$ cat src/rtl/fsm_change_dispenser.sv
`default_nettype none
// +--------------------------------------------------------------------------+
// | Module      : fsm_change_dispenser                                       |
// | Description : Pays out change (credit - price, in 5-unit coins) through  |
// |               a coin hopper. Ten-coins are used first, with five-coins   |
// |               filling in when the tens run out. Each coin is requested   |
// |               with a held request that waits for hopper_ack. The block   |
// |               keeps the coin inventory and flags infeasible payouts and  |
// |               hopper timeouts.                                           |
// | Ports       : clk, reset (sync, active-high)                             |
// |               start/credit/price - payout request, taken only in IDLE    |
// |               refill             - reload inventories, only in IDLE      |
// |               hopper_ack         - hopper released the requested coin    |
// |               coin_T/coin_F      - coin requests, held until ack         |
// |               busy/done/error    - status (done/error are 1-cycle pulses)|
// |               tens_left/fives_left - current inventory                   |
// | Revision    : 1.0 - initial release                                      |
// +--------------------------------------------------------------------------+
module fsm_change_dispenser #(
  parameter int W           = 6,
  parameter int INIT_TENS   = 4,
  parameter int INIT_FIVES  = 4,
  parameter int CW          = 4,
  parameter int ACK_TIMEOUT = 15
) (
  input  logic          clk,
  input  logic          reset,
  input  logic          start,
  input  logic [W-1:0]  credit,
  input  logic [W-1:0]  price,
  input  logic          refill,
  input  logic          hopper_ack,
  output logic          coin_T,
  output logic          coin_F,
  output logic          busy,
  output logic          done,
  output logic          error,
  output logic [CW-1:0] tens_left,
  output logic [CW-1:0] fives_left
);

  // Plan arithmetic is done one bit wider than the widest operand so that
  // the feasibility compare never truncates.
  localparam int PW = ((W > CW) ? W : CW) + 1;
  localparam int TW = (ACK_TIMEOUT < 2) ? 1 : $clog2(ACK_TIMEOUT + 1);

  typedef enum logic [2:0] {
    S_IDLE  = 3'd0,
    S_CHECK = 3'd1,
    S_ISSUE = 3'd2,
    S_WAIT  = 3'd3,
    S_GAP   = 3'd4,
    S_DONE  = 3'd5,
    S_ERR   = 3'd6
  } state_t;

  state_t         r_state;
  logic [W-1:0]   r_credit;
  logic [W-1:0]   r_price;
  logic [PW-1:0]  r_n_tens;
  logic [PW-1:0]  r_n_fives;
  logic [TW-1:0]  r_timer;

  logic [PW-1:0]  w_chg;
  logic [PW-1:0]  w_half;
  logic [PW-1:0]  w_tens;
  logic [PW-1:0]  w_nt;
  logic [PW-1:0]  w_nf;
  logic           w_short;
  logic           w_nf_over;
  logic           w_timeout;

  // Payout plan: as many tens as change and inventory allow, rest in fives.
  always_comb begin
    w_short   = (r_credit < r_price);
    w_chg     = PW'(r_credit) - PW'(r_price);
    w_half    = w_chg >> 1;
    w_tens    = PW'(tens_left);
    w_nt      = (w_half < w_tens) ? w_half : w_tens;
    w_nf      = w_chg - (w_nt << 1);
    w_nf_over = (w_nf > PW'(fives_left));
    w_timeout = (r_timer == TW'(ACK_TIMEOUT - 1));
  end

  always_ff @(posedge clk) begin
    if (reset) begin
      r_state    <= S_IDLE;
      r_credit   <= '0;
      r_price    <= '0;
      r_n_tens   <= '0;
      r_n_fives  <= '0;
      r_timer    <= '0;
      coin_T     <= 1'b0;
      coin_F     <= 1'b0;
      busy       <= 1'b0;
      done       <= 1'b0;
      error      <= 1'b0;
      tens_left  <= CW'(INIT_TENS);
      fives_left <= CW'(INIT_FIVES);
    end else begin
      done  <= 1'b0;
      error <= 1'b0;
      case (r_state)
        S_IDLE: begin
          // Refill lands before CHECK, so a simultaneous start sees it.
          if (refill) begin
            tens_left  <= CW'(INIT_TENS);
            fives_left <= CW'(INIT_FIVES);
          end
          if (start) begin
            r_credit <= credit;
            r_price  <= price;
            busy     <= 1'b1;
            r_state  <= S_CHECK;
          end
        end

        S_CHECK: begin
          if (w_short || w_nf_over) begin
            error   <= 1'b1;
            r_state <= S_ERR;
          end else begin
            r_n_tens  <= w_nt;
            r_n_fives <= w_nf;
            r_state   <= S_ISSUE;
          end
        end

        S_ISSUE: begin
          r_timer <= '0;
          if (r_n_tens != '0) begin
            coin_T  <= 1'b1;
            r_state <= S_WAIT;
          end else if (r_n_fives != '0) begin
            coin_F  <= 1'b1;
            r_state <= S_WAIT;
          end else begin
            done    <= 1'b1;
            r_state <= S_DONE;
          end
        end

        S_WAIT: begin
          if (hopper_ack) begin
            // Ack takes priority over a timeout landing in the same cycle.
            coin_T <= 1'b0;
            coin_F <= 1'b0;
            if (coin_T) begin
              r_n_tens  <= r_n_tens - PW'(1);
              tens_left <= tens_left - CW'(1);
            end else begin
              r_n_fives  <= r_n_fives - PW'(1);
              fives_left <= fives_left - CW'(1);
            end
            r_state <= S_GAP;
          end else if (w_timeout) begin
            coin_T  <= 1'b0;
            coin_F  <= 1'b0;
            error   <= 1'b1;
            r_state <= S_ERR;
          end else begin
            r_timer <= r_timer + TW'(1);
          end
        end

        // One dead cycle so the request is low for at least two cycles
        // (GAP + ISSUE) between coins.
        S_GAP: r_state <= S_ISSUE;

        S_DONE, S_ERR: begin
          busy    <= 1'b0;
          r_state <= S_IDLE;
        end

        default: begin
          coin_T  <= 1'b0;
          coin_F  <= 1'b0;
          busy    <= 1'b0;
          r_state <= S_IDLE;
        end
      endcase
    end
  end

endmodule
`default_nettype wire

$ cat config.mk
export PLATFORM = sky130hd
export DESIGN_NAME = fsm_change_dispenser
export DESIGN_NICKNAME = d
export VERILOG_FILES = /design/src/rtl/fsm_change_dispenser.sv
export SDC_FILE = /design/constraint.sdc
export NUM_CORES = 1
export LEC_CHECK = 0
export CAP_MARGIN = 20
export CORE_MARGIN = 5
export CORE_UTILIZATION = 41
export CTS_CLUSTER_SIZE = 40
export DETAILED_ROUTE_END_ITERATION = 10
export PLACE_DENSITY = 0.69
export RECOVER_POWER = 25
export SLEW_MARGIN = 10
export SYNTH_ARGS = -nofsm -noshare
export SYNTH_HDL_FRONTEND = slang
export SYNTH_SLANG_ARGS = --single-unit
$ cat constraint.sdc
create_clock -name clk -period 6.3 [get_ports clk]
set_input_delay 0.63 -clock clk [delete_from_list [all_inputs] [get_ports clk]]
set_output_delay 0.63 -clock clk [all_outputs]
set_load 0.05 [all_outputs]
==> qor.csv, run 1 <==
metric,value,unit
Clock Latency Late Sink,300,ps
status,"complete, but fails checks",
Slew Limit Fails,13,
Post-Route WL,6480,um
startpoint types,flop,
Worst R2R Setup Slack,810,ps
Initial Util,0.426,
Fin. Hold Viols,0,
buffers inserted by post-CTS timing repair,0,
Yosys reg bits,46,
post-synthesis sequential area ratio,0.315,
power per cell area,516,nW/um^2
Post-Syn Nets,402,
synth top area cells,"dfxtp_1 (31%), ha_1 (9.8%), nand2_1 (6.3%)",
Critical Path Slowest Stage Cell,a2111oi_4,
Port-buffer cells,29,
post-route ant nets,0,
Final min period,5490,ps
share of cells above drive strength 1,0.0649,
period utilization,0.872,
Post-CTS Hold Fix Bufs,0,
"most common cell after layout, fill and taps aside",nand2_1,
Total GRT Usage,0.154,
final net count,426,
Area growth syn-to-layout,16.0,%
n_diodes,0,
initial antenna violation count,0,
skew final,6.44,ps
I/O pin total,30,
chip height,94.5,um
Core ar.,6870,sq um
Clock H-tree levels,2,
Syn Inst Count,360,
Slew @ Worst Pin,1770,ps
Root Driver,clkbuf_8,
die width,94.5,um
# DRC,0,
max-cap violation count,1,
Pwr Total,1.75,mW
Finish-stage setup viols,0,
post-synthesis cell area,2930,sq um
Util after Layout,0.494,
HPWL Detailed,4980,um
Via density,5.29,
post-synth cell types,55,
Achievable Freq,182,MHz
CTS max path bufs,2,
Overflow after GRT,0,
DR pass1 iterations,4,
RSZ-0062 raised after global routing,false,
TritonCTS sink count,46,
area share of the largest cell type after synthesis,0.315,
Worst EP arrival,5690,ps
Num CTS Buffers,5,
Lkg Pwr,1.31,nW
drt wl/cell,13.5,um
Critical Path RT,6500,ps
CP Capture Type,flop,
Die ar.,8920,sq um
VDD IR-drop max,0.193,mV
Hold Path Depth,2,
setup TNS,0,ps
slew margin rel.,-0.195,
first-pass GRT wire length,11100,um
type of the most critical hold path,flop to flop,
Iteration-0 DRC Markers,96,
"commonest non-fill, non-tap cells in the layout","nand2_1 (49), dfxtp_1 (46), a21oi_1 (34)",
PostCTS Resize Cnt,0,
GP Congestion,0.862,
critical path class,flop to flop,
"Reg clk slew, reported paths",90,ps
largest area contributor in the synthesized netlist,dfxtp_1,
hold_ws,462,ps
CTS tree,done,
Worst Reg-to-Reg Cells,25,
largest net degree at the start of global routing,32,
number of global-route vias before repair,2409,
DR vias,2545,
Synth warnings,0,
syn avg cell area,8.13,sq um
"slowest stage delay, CP",460,ps
violated checks,"max-capacitance violations, max-slew violations",
row cnt,30,
CP max FO,5,
==> critical path, delay by kind of cell (launching register included) <==
kind                       cells  cell delay, ps
and+or+nand+nor                2             430
buffers and inverters          4             220
xor gates and xnor gates       2             400
DFF                            1             320
muxes                          1             390
AOI/OAI and AO/OA             10            1870
adders and majority gates      6            1760
==> layer usage <==
layer	part of all wire	up-vias	GRT usage	wire (um)
met5	0	-	0	0
met4	0.0088	0	0.0397	57
met3	0.038	4	0.0303	244
met2	0.46	50	0.247	2950
met1	0.50	1162	0.211	3220
li1	-	1329	-	-
==> power by group <==
part           total (mW)  switching, mW  internal (mW)
clock               0.226          0.108          0.118
sequential          0.392         0.0533          0.339
combinational        1.13          0.679          0.453
total                1.75          0.840          0.910
==> final timing paths <==
kind	startpoint	end
max	r_credit[0]	r_n_tens[1]
min reg2reg	r_price[5]	r_price[5]
max reg2reg	r_credit[0]	r_n_tens[1]
min	r_price[5]	r_price[5]
==> logic make-up (layout without fill, tap and decap cells) <==
kind of cell | count (synthesis) | in the layout | synth area share
AO/OA/AOI/OAI | 86 | 86 | 0.204
XOR/XNOR | 16 | 16 | 0.0479
adder cells (fa/ha/maj) | 25 | 25 | 0.112
buffers and inverters | 40 | 65 | 0.0543
flip-flops | 46 | 46 | 0.315
multiplexers | 8 | 8 | 0.0278
AND/OR/NAND/NOR | 139 | 139 | 0.239
==> metrics by stage <==
stage / worst slack, ps / instances / area [sq um]
after floorplan: 1320 / 360 / 2930
after global placement: 1050 / 473 / 3290
after detailed placement: 805 / 473 / 3290
after CTS: 793 / 481 / 3410
after global routing: 223 / 481 / 3390
final: 808 / 481 / 3390
==> synthesized netlist by cell type (all sizes together) <==
| library cell | count |
|---|---|
| nor3 | 14 |
| o21a | 5 |
| o22ai | 1 |
| mux2i | 7 |
| or4 | 3 |
| nor4b | 2 |
| o31ai | 2 |
| dfxtp | 46 |
| and4b | 1 |
| nor4 | 2 |
| a21oi | 37 |
| o221a | 2 |
| nand2 | 49 |
| clkbuf | 11 |
| or2 | 1 |
| and3 | 7 |
| fa | 2 |
| o21ba | 1 |
| o211ai | 5 |
| nand3b | 2 |
| mux2 | 1 |
| buf | 2 |
| ha | 23 |
| xor2 | 5 |
| a21o | 2 |
| a2111oi | 3 |
| o21ai | 14 |
| or2b | 1 |
| o32ai | 5 |
| clkinv | 1 |
| nor2b | 3 |
| o2111ai | 3 |
| nand4 | 5 |
| a211oi | 3 |
| inv | 26 |
| xnor2 | 11 |
| or3 | 4 |
| nand3 | 12 |
| nand4b | 1 |
| o2111a | 1 |
| nand2b | 5 |
| and2 | 2 |
| a31oi | 2 |
| nor2 | 25 |
==> cell type report <==
| cell class | count | area, sq um |
|---|---|---|
| timing repair buffer | 30 | 298 |
| clock buffer | 5 | 68.8 |
| sequential | 46 | 921 |
| fill | 674 | 3470 |
| inverter | 27 | 101 |
| multi-input combinational | 274 | 1840 |
| tap | 96 | 120 |
| clock inverter | 3 | 45.0 |
==> registers in the layout, summed over array words and instances (netlist names) <==
register    count
busy            1
coin_F          1
coin_T          1
done            1
error           1
fives_left      4
r_credit        6
r_n_fives       7
r_n_tens        7
r_price         6
r_state         3
r_timer         4
tens_left       4
Power figures use the tool's default switching activity.
==> run 2: changes to the inputs <==
--- a/config.mk
+++ b/config.mk
@@ -5,7 +5,6 @@
 export SDC_FILE = /design/constraint.sdc
 export NUM_CORES = 1
 export LEC_CHECK = 0
-export CAP_MARGIN = 20
 export CORE_MARGIN = 5
 export CORE_UTILIZATION = 41
 export CTS_CLUSTER_SIZE = 40
==> results of run 2 <==
The final DEF is identical to that of run 1; final timing and power are the same.
